===== config.mk =====
export PLATFORM = sky130hd
export DESIGN_NAME = ifm_pingpong_ctrl
export DESIGN_NICKNAME = d
export VERILOG_FILES = /design/src/rtl/ifm_pingpong_ctrl.sv
export SDC_FILE = /design/constraint.sdc
export NUM_CORES = 1
export LEC_CHECK = 0
export BUFFER_PORTS_ARGS = -buffer_cell sky130_fd_sc_hd__buf_2
export CAP_MARGIN = 30
export CELL_PAD_IN_SITES_DETAIL_PLACEMENT = 0
export CELL_PAD_IN_SITES_GLOBAL_PLACEMENT = 1
export CORE_MARGIN = 3
export CORE_UTILIZATION = 38
export DETAILED_ROUTE_END_ITERATION = 16
export GPL_ROUTABILITY_DRIVEN = 0
export GPL_TIMING_DRIVEN = 0
export PLACE_DENSITY_LB_ADDON = 0.25
export SLEW_MARGIN = 20
export SYNTH_ARGS = -nofsm -noshare
export SYNTH_HDL_FRONTEND = slang
export SYNTH_SLANG_ARGS = --single-unit

===== constraint.sdc =====
create_clock -name clk -period 1.88 [get_ports clk]
set_input_delay 0.094 -clock clk [delete_from_list [all_inputs] [get_ports clk]]
set_output_delay 0.094 -clock clk [all_outputs]
set_load 0.1 [all_outputs]

===== src/rtl/ifm_pingpong_ctrl.sv =====
// Ping-pong sequencer for the two-bank IFM memory: fills one bank from the previous layer,
// drains the other as A/B read pairs for the next layer, and swaps banks via ifm_sel.
module ifm_pingpong_ctrl #(
  parameter int IFM_SIZE         = 14,
  parameter int ADDRESS_SIZE_IFM = $clog2(IFM_SIZE*IFM_SIZE)
) (
  input  logic                        clk,
  input  logic                        reset,
  input  logic                        wr_valid,
  output logic                        wr_ready,
  input  logic                        rd_start,
  output logic                        rd_ready,
  output logic                        rd_done,
  output logic                        ifm_sel,
  output logic                        ifm_enable_write_previous,
  output logic [ADDRESS_SIZE_IFM-1:0] ifm_address_write_previous,
  output logic                        ifm_enable_read_A_next,
  output logic                        ifm_enable_read_B_next,
  output logic [ADDRESS_SIZE_IFM-1:0] ifm_address_read_A_next,
  output logic [ADDRESS_SIZE_IFM-1:0] ifm_address_read_B_next
);

  localparam int N      = IFM_SIZE*IFM_SIZE;
  localparam int NPAIRS = (N + 1) / 2;
  localparam bit ODD    = (N % 2) == 1;
  localparam logic [ADDRESS_SIZE_IFM-1:0] LAST_WR   = ADDRESS_SIZE_IFM'(N - 1);
  localparam logic [ADDRESS_SIZE_IFM-1:0] LAST_PAIR = ADDRESS_SIZE_IFM'(NPAIRS - 1);

  logic [ADDRESS_SIZE_IFM-1:0] wr_cnt;
  logic [ADDRESS_SIZE_IFM-1:0] rd_cnt;
  logic                        wr_full;
  logic                        rd_full;
  logic                        rd_active;

  logic [ADDRESS_SIZE_IFM-1:0] nxt_k;
  logic [ADDRESS_SIZE_IFM-1:0] nxt_a;
  logic [ADDRESS_SIZE_IFM-1:0] nxt_b;
  logic                        nxt_b_en;
  logic                        swap;

  assign wr_ready                   = !wr_full;
  assign ifm_enable_write_previous  = wr_valid & wr_ready;
  assign ifm_address_write_previous = wr_cnt;
  assign rd_ready                   = rd_full & !rd_active;
  assign swap                       = wr_full & !rd_full & !rd_active;

  // Next read pair to present; an odd-sized bank has no B word in its final pair.
  always_comb begin
    nxt_k    = rd_active ? rd_cnt + 1'b1 : '0;
    nxt_a    = nxt_k << 1;
    nxt_b_en = !(ODD && (nxt_k == LAST_PAIR));
    nxt_b    = nxt_b_en ? nxt_a + 1'b1 : '0;
  end

  always_ff @(posedge clk) begin
    if (reset) begin
      ifm_sel                 <= 1'b0;
      wr_cnt                  <= '0;
      wr_full                 <= 1'b0;
      rd_full                 <= 1'b0;
      rd_active               <= 1'b0;
      rd_cnt                  <= '0;
      rd_done                 <= 1'b0;
      ifm_enable_read_A_next  <= 1'b0;
      ifm_enable_read_B_next  <= 1'b0;
      ifm_address_read_A_next <= '0;
      ifm_address_read_B_next <= '0;
    end else begin
      if (ifm_enable_write_previous) begin
        if (wr_cnt == LAST_WR) begin
          wr_full <= 1'b1;
          wr_cnt  <= '0;
        end else begin
          wr_cnt <= wr_cnt + 1'b1;
        end
      end

      if (swap) begin
        ifm_sel <= ~ifm_sel;
        wr_full <= 1'b0;
        rd_full <= 1'b1;
      end

      // Drain: rd_cnt is the index of the pair currently on the read ports.
      if (rd_active) begin
        if (rd_cnt == LAST_PAIR) begin
          rd_active               <= 1'b0;
          rd_full                 <= 1'b0;
          rd_done                 <= 1'b0;
          ifm_enable_read_A_next  <= 1'b0;
          ifm_enable_read_B_next  <= 1'b0;
          ifm_address_read_A_next <= '0;
          ifm_address_read_B_next <= '0;
        end else begin
          rd_cnt                  <= nxt_k;
          rd_done                 <= (nxt_k == LAST_PAIR);
          ifm_enable_read_A_next  <= 1'b1;
          ifm_enable_read_B_next  <= nxt_b_en;
          ifm_address_read_A_next <= nxt_a;
          ifm_address_read_B_next <= nxt_b;
        end
      end else if (rd_start && rd_ready) begin
        rd_active               <= 1'b1;
        rd_cnt                  <= '0;
        rd_done                 <= (LAST_PAIR == '0);
        ifm_enable_read_A_next  <= 1'b1;
        ifm_enable_read_B_next  <= nxt_b_en;
        ifm_address_read_A_next <= nxt_a;
        ifm_address_read_B_next <= nxt_b;
      end
    end
  end

endmodule

==> qor.csv, run 1 <==
metric,value,unit
synth_top_family_by_area,simple AND/OR/NAND/NOR gates,
synth_edf_count,0,
fin_crit_sh,92.2,%
grt_setup_unrepaired,false,
ant_nets,0,
synth-main-ff-cell,dfxtp_1,
synth_fa_ha_area_share,2.66,%
fp.dieW,67.0,µm
reg2reg_from,rd_cnt[1],
num_antenna_cells,0,
yosysTopAreaCellShare,41.1,%
die_area,4480,µm²
clockBufferDepth,2,
grt_pass1_wl,5440,µm
reg2reg_to,ifm_address_read_A_next[7],
cts_root_buf,clkbuf_8,
end_kind,register,
die_h,67.0,µm
r2r_slack,0.15,ns
syn-num-nets,172,
hold_class,input port to register,
ios,35,
max_stage_delay,0.40,ns
yosys.area.top_type,dfxtp_1,
setup_violations,0,
wirelength,3210,µm
final_layout_size_suffix_gt1_share,30.7,%
power.total,1.40,mW
synth_compound_area_share,14.8,%
vias,1279,
crit_required,2.09,ns
finalHoldViolations,0,
htreeDepth,2,
cts_sinks,29,
antenna_found_initial,0,
leakage,0.740,nW
fin_crit,1.73,ns
synthMuxAreaShare,0.709,%
cts_buffers,5,
synthSimpleGateAreaFrac,25.0,%
cts_tree,yes,
portBuffers,33,
slew_headroom,50.2,%
start_kind,register,
vias_per_cell,5.10,
start_util,40.7,%
path_class,register to register,
synth_cell_types,42,
slew_violations,0,
ys_ff_latch,29,
synth-async-reset-ratio,0,%
syn-cell-area,1410,µm²
hp-start,reset,
insertion_delay,0.28,ns
grt_pass1_vias,1177,
ir_worst_vdd,0.396,mV
first_pass_iters,4,
fin_setup_tns,0,ns
timing.fmax,0.577,GHz
drv_cap,0,
p_per_area,808,nW/µm²
worstPathCellList,inv_1 -> ha_1 -> and4b_1 -> a21o_1 -> clkbuf_4 -> a211o_2 -> a21oi_2,
synthCells,165,
holdWs,0.149,ns
synth.avg_cell_area,8.56,µm²
startpoint,rd_cnt[1],
critPathArrivalTime,1.95,ns
core_area,3470,µm²
cts.hold.buffers_added,0,
synthTopCellsByArea,"dfxtp_1 (41%), a21oi_1 (6.0%), xor2_1 (5.6%)",
grt_usage,16.3,%
clkTransAtPathRegs,0.06,ns
synth_xor_area_share,6.82,%
yosys_warnings,0,
setup_slack,0.146,ns
drtIter0Drc,90,
dpl.hpwl,2350,µm
drc,0,
skew,0.00261,ns
endpoint,ifm_address_read_A_next[7],
final_net_count,212,
grt_max_degree,11,
slowest_stage,dfxtp_1,
crit_fanout,10,
overflow,0,
whs_path_depth,3,
status,"complete, no violations",
r2r_cells,7,
worstMarginPinSlew,0.747,ns
ys_seq_area_share,41.1,%
area_growth,23.0,%
row_count,21,
dp_slack,0.178,ns
post_drt_wl_per_cell,12.8,µm
[sequential cells by signal (all words and copies together) (netlist names)]
signal,count
rd_done,1
ifm_sel,1
rd_full,1
ifm_address_read_A_next,1
rd_active,1
ifm_address_read_B_next,7
wr_full,1
ifm_address_write_previous,8
rd_cnt,8
[through the flow]
stage	utilization (%)	cells	instance area [µm²]
2_1_floorplan	-	165	1430
3_3_place_gp	47.5	244	1650
3_5_place_dp	47.5	244	1650
4_1_cts	50.0	251	1740
5_1_grt	50.1	251	1740
6_report	50.1	251	1740
[critical path, delay by kind of cell, from the launching register on]
kind | cells | cell delay [ns]
AO/OA/AOI/OAI | 3 | 0.61
adder cells (fa/ha/maj) | 1 | 0.18
flip-flops | 1 | 0.40
AND/OR/NAND/NOR | 1 | 0.21
buffers and inverters | 2 | 0.26
[cell type report]
type	count	area [µm²]
Fill cell	351	1730
Timing Repair Buffer	33	165
Buffer	17	115
Multi-Input combinational cell	116	712
Clock buffer	7	86.3
Inverter	3	11.3
Sequential cell	29	591
Tap cell	46	57.6
[Yosys cell counts, drive strengths merged (2+ instances only)]
| master | number |
|---|---|
| nor2b | 2 |
| a31oi | 2 |
| dfxtp | 29 |
| ha | 3 |
| or2 | 2 |
| or3 | 2 |
| nand2b | 2 |
| xor2 | 9 |
| o21ai | 4 |
| and4b | 2 |
| nor3 | 2 |
| nand2 | 18 |
| nand3b | 3 |
| xnor2 | 2 |
| inv | 2 |
| nand4 | 3 |
| nand3 | 11 |
| clkbuf | 4 |
| a21oi | 18 |
| buf | 13 |
| a21o | 2 |
| nor2 | 14 |
[how the worst min path moves through the flow]
stage | end | slack [ns]
after floorplan | rd_done | 0.28
after global placement | rd_done | 0.45
after detailed placement | rd_done | 0.44
after CTS | rd_done | 0.15
after global routing | rd_done | 0.17
final | rd_done | 0.15
[kinds of logic after synthesis]
| family | Yosys count |
|---|---|
| adder cells (fa/ha/maj) | 3 |
| AND/OR/NAND/NOR | 66 |
| other | 1 |
| multiplexers | 1 |
| flip-flops | 29 |
| AO/OA/AOI/OAI | 34 |
| buffers and inverters | 20 |
| XOR/XNOR | 11 |
[repair_timing]
| action | CTS | global route |
|---|---|---|
| resized for setup | 0 | 1 |
| buffers inserted | 0 | 0 |
| endpoints found under the setup margin | 0 | 1 |
| endpoints found under the hold margin | 0 | 0 |
[metal layers]
| layer | global-route usage (%) | routed length (µm) | vias up |
|---|---|---|---|
| met5 | 0 | 0 | - |
| met4 | 8.86 | 58 | 0 |
| met3 | 4.22 | 240 | 8 |
| met2 | 25.2 | 1440 | 43 |
| met1 | 20.4 | 1470 | 583 |
| li1 | - | - | 645 |
[report_power, final]
| part | internal (mW) | switching [mW] | leakage, nW |
|---|---|---|---|
| clock network | 0.289 | 0.222 | 0.0443 |
| registers | 0.629 | 0.0161 | 0.237 |
| logic | 0.0482 | 0.200 | 0.459 |
[layout by cell type, fill, tap and decap left out, types with 4 or more instances in the layout]
cell type	instances
a21oi_1	17
buf_2	34
buf_4	10
clkbuf_1	4
clkbuf_8	6
dfxtp_1	25
nand2_1	18
nand3_1	10
nor2_1	14
o21ai_0	4
xor2_1	9
(Power assumes the default switching activity.)
==> inputs of run 2 (changes only) <==
- CORE_UTILIZATION: 38 -> 41
- CTS_CLUSTER_DIAMETER: not set -> 150
- GPL_TIMING_DRIVEN: 0 -> not set
- clock period: 1.88 -> 2.17 ns (I/O delays scaled with it)
==> run 2 against run 1 <==
  * Routed wire length shrank 4.6%
  * Worst hold slack lost 0.034 ns
  * Global-route usage fell by 0.26 points
  * Sequential power fell by 13%
  * Combinational power shrank 17%
  * Non-clock buffer count shrank 15
  * Largest cell class unchanged
  * Clock-buffer cell count shrank 2
  * Clock skew is 0.011 ns higher
  * Cell count decreased by 6.4%
  * Sequential share of layout area is 1.5 points higher
  * Utilization rose by 1.5 points
==> qor.csv, run 2 (same netlist as run 1, synthesis figures left out) <==
metric,value,unit,change
cts_tree,yes,,
dp_slack,0.477,ns,+0.299 ns
start_kind,register,,
grt_setup_unrepaired,false,,
path_buf_inv,1,,-1
fp.dieW,64.7,µm,-3.4%
crit_fanout,13,,+3
dpl.hpwl,2220,µm,-5.2%
cts_root_buf,clkbuf_4,,
worstPathCellList,inv_1 -> ha_1 -> and4b_1 -> a21o_1 -> or2_2 -> a21oi_1,,
drc,0,,unchanged
start_util,44.4,%,+3.7 points
post_drt_wl_per_cell,13.0,µm,+1.9%
num_antenna_cells,0,,unchanged
cts_buffers,5,,unchanged
final_net_count,197,,-7.1%
antenna_found_initial,0,,unchanged
clockBufferDepth,2,,unchanged
grt_pass1_wl,5200,µm,-4.4%
cts.hold.buffers_added,0,,unchanged
crit_required,2.43,ns,+0.34 ns
hold_class,input port to register,,
drtIter0Drc,46,,-49%
final_cells,235,,-6.4%
grt_pass1_vias,1114,,-5.4%
core_area,3180,µm²,-8.4%
htreeDepth,2,,unchanged
vias_per_cell,5.11,,+0.21%
die_area,4190,µm²,-6.7%
overflow,0,,unchanged
fin_setup_tns,0,ns,unchanged
dp_cells,227,,-7.0%
cts_sinks,29,,unchanged
wirelength,3070,µm,-4.6%
timing.fmax,0.577,GHz,+0.13%
postCtsResizedCells,0,,unchanged
cp_top_family,simple AND/OR/NAND/NOR gates,,
clkTransAtPathRegs,0.10,ns,+0.04 ns
ant_nets,0,,unchanged
critPathArrivalTime,1.99,ns,+0.04 ns
cts_setup_buffers,0,,unchanged
vias,1200,,-6.2%
fin_crit,1.73,ns,-0.00231 ns
end_kind,register,,
grt_usage,16.0,%,-0.26 points
portBuffers,33,,unchanged
slowest_stage,dfxtp_1,,
power.total,1.32,mW,-6.2%
ir_worst_vdd,0.499,mV,+26%
grt_max_degree,24,,+13
insertion_delay,0.34,ns,+0.06 ns
final_common_cell,buf_2,,
p_per_area,802,nW/µm²,-0.73%
r2r_slack,0.44,ns,+0.29 ns
first_pass_iters,4,,unchanged
slew_violations,0,,unchanged
area_growth,16.2,%,
path_class,register to register,,
final_layout_size_suffix_gt1_share,26.2,%,-4.6 points
die_h,64.7,µm,-3.4%
leakage,0.682,nW,-7.8%
fin_crit_sh,79.8,%,-12 points
stdcell_area,1640,µm²,-5.5%
finalHoldViolations,0,,unchanged
status,"complete, no violations",,
setup_violations,0,,unchanged
setup_slack,0.438,ns,+0.292 ns
max_stage_delay,0.41,ns,about the same
skew,0.0137,ns,+0.0111 ns
row_count,20,,-4.8%
drv_cap,0,,unchanged
ios,35,,unchanged
final_cell_mix,"buf_2 (33), dfxtp_1 (27), nand2_1 (18)",,
place_area,1540,µm²,-6.7%
## run 2: area by class of cell
cell class                 instances  area (µm²)
inverter                           3        11.3
fill                             320        1540
timing repair buffer              35         180
multi-input combinational        116         709
tap                               44        55.1
clock buffer                       5        37.5
clock inverter                     3        65.1
sequential                        29         583
## run 2: power breakdown
part	switching, mW	internal, mW	leakage (nW)
Sequential	0.0135	0.545	0.235
Combinational	0.173	0.0343	0.392
Clock	0.195	0.357	0.0552
Total	0.382	0.936	0.682
## run 2: path summary, 6_finish.rpt
| check | startpoint | to | depth (start not counted) |
|---|---|---|---|
| worst max-delay path | rd_cnt[1] | rd_cnt[0] | 6 |
| worst min-delay path | rd_start | rd_cnt[2] | 4 |
| worst max register to register | rd_cnt[1] | rd_cnt[0] | 6 |
| worst min register to register | ifm_address_read_B_next[2] | ifm_address_read_B_next[2] | 2 |
## run 2: worst reg2reg max path, stage by stage (launching register included)
cell and delay [ns]:
dfxtp_1 0.41, inv_1 0.06, ha_1 0.17, and4b_1 0.21, a21o_1 0.33, or2_2 0.35, a21oi_1 0.14
## run 2: routing by layer
| metal | GRT usage (%) | routed length (µm) | up-vias |
|---|---|---|---|
| li1 | - | - | 618 |
| met1 | 21.6 | 1580 | 546 |
| met2 | 23.3 | 1280 | 29 |
| met3 | 4.51 | 149 | 7 |
| met4 | 7.92 | 59 | 0 |
| met5 | 0 | 0 | - |
## run 2: through the flow
| step | util (%) | hold slack [ns] |
|---|---|---|
| after floorplan | - | 0.293 |
| after global placement | 48.4 | 0.451 |
| after detailed placement | 48.4 | 0.458 |
| after CTS | 51.7 | 0.102 |
| after global routing | 51.7 | 0.159 |
| final | 51.7 | 0.115 |
==> inputs of run 3 (changes only) <==
- CORE_UTILIZATION: 41 -> 38
- clock period: 2.17 -> 1.6 ns (I/O delays scaled with it)
==> run 3 against run 2 <==
  * First-iteration DRC count is 48% higher
  * Cell count is 7.2% higher
  * Fmax is 10% higher
  * Clock skew is 0.0076 ns lower
  * Critical path type unchanged
  * Largest power group unchanged
  * Global-route usage is 0.28 points higher
==> qor.csv, run 3 (same netlist as run 1, synthesis figures left out) <==
metric,value,unit,change
register_area,606,µm²,+3.9%
grt_pass1_wl,5380,µm,+3.3%
critPathArrivalTime,1.77,ns,-0.22 ns
wirelength,3420,µm,+11%
final_common_cell,buf_2,,
path_class,register to register,,
crit_fanout,5,,-8
grt_usage,16.3,%,+0.28 points
start_kind,register,,
fin_crit,1.57,ns,-0.164 ns
ir_worst_vdd,0.466,mV,-6.6%
drc,0,,unchanged
clkTransAtPathRegs,0.06,ns,-0.04 ns
final_net_count,213,,+8.1%
end_kind,register,,
cts_buffers,5,,unchanged
slew_violations,0,,unchanged
fillers,344,,+7.5%
insertion_delay,0.27,ns,-0.07 ns
status,"complete, no violations",,
antenna_found_initial,0,,unchanged
p_per_area,908,nW/µm²,+13%
ant_nets,0,,unchanged
dpl.hpwl,2440,µm,+9.6%
cts_setup_buffers,0,,unchanged
die_h,67.0,µm,+3.5%
power.total,1.66,mW,+26%
fin_crit_sh,98.0,%,+18 points
cts_root_buf,clkbuf_8,,
drtIter0Drc,68,,+48%
crit_required,1.81,ns,-0.62 ns
overflow,0,,unchanged
ios,35,,unchanged
clockBufferDepth,2,,unchanged
fin_util,52.7,%,+1.1 points
dp_cells,244,,+7.5%
final_cell_mix,"buf_2 (32), dfxtp_1 (19), nand2_1 (18)",,
finalHoldViolations,0,,unchanged
num_antenna_cells,0,,unchanged
start_util,40.7,%,-3.7 points
drv_cap,0,,unchanged
cts_sinks,29,,unchanged
post_drt_wl_per_cell,13.6,µm,+4.0%
portBuffers,33,,unchanged
setup_violations,0,,unchanged
grt_max_degree,22,,-8.3%
final_layout_size_suffix_gt1_share,40.3,%,+14 points
grt_pass1_vias,1152,,+3.4%
skew,0.00613,ns,-0.00759 ns
timing.fmax,0.638,GHz,+10%
hold_class,input port to register,,
core_area,3470,µm²,+9.1%
row_count,21,,+5.0%
vias,1272,,+6.0%
die_area,4480,µm²,+7.2%
fp.dieW,67.0,µm,+3.5%
multiInputGateArea,773,µm²,+9.0%
first_pass_iters,7,,+3
place_area,1690,µm²,+9.6%
area_growth,29.5,%,
cts_tree,yes,,
stdcell_area,1830,µm²,+11%
vias_per_cell,5.05,,-1.2%
final_cells,252,,+7.2%
leakage,0.763,nW,+12%
htreeDepth,2,,unchanged
cts.hold.buffers_added,0,,unchanged
## run 3: cell type report
class | count | share of cell area, %
inverters | 3 | 0.616
flip-flops and latches | 29 | 33.1
repair buffers | 50 | 16.1
multi-input cells | 117 | 42.3
well taps | 46 | 3.15
clock buffers | 7 | 4.72
## run 3: worst paths after layout
path	from	endpoint	slack [ns]	cells after the start
max	rd_cnt[1]	rd_cnt[1]	0.03	6
max reg2reg	rd_cnt[1]	rd_cnt[1]	0.03	6
min	rd_start	rd_cnt[2]	0.18	4
min reg2reg	ifm_address_read_B_next[6]	ifm_address_read_B_next[6]	0.46	2
## run 3: per-stage QoR
stage	setup WS (ns)	hold WS [ns]	setup TNS (ns)
global route	-0.00997	0.190	-0.0137
global placement	0.0164	0.450	0
detailed placement	-0.0144	0.456	-0.0334
CTS	0.0257	0.170	0
floorplan	0.000574	0.264	0
finish	0.0321	0.183	0
## run 3: report_power, final
group / switching [mW] / internal [mW] / leakage, nW
sequential: 0.0189 / 0.735 / 0.241
clock: 0.254 / 0.340 / 0.0443
combinational: 0.244 / 0.0691 / 0.478
## run 3: timing repair
item	4_1_cts	5_1_grt
setup endpoints to repair	7	18
pin swaps	0	4
resized for setup	2	13
gates cloned	0	1
## run 3: worst max-delay path, stage by stage, from the launching register on
cell and delay (ns):
dfxtp_4 0.36, inv_1 0.04, ha_1 0.17, and4b_2 0.27, a21o_4 0.23, or2_2 0.30, a21oi_2 0.12
## run 3: metal layers
metal	part of all wire (%)	routed length (µm)	vias up	track usage (%)
met3	4.6	158	5	4.05
met1	51	1740	585	20.7
li1	-	-	654	-
met2	43	1470	28	25.2
met4	1.4	48	0	8.35
met5	0	0	-	0
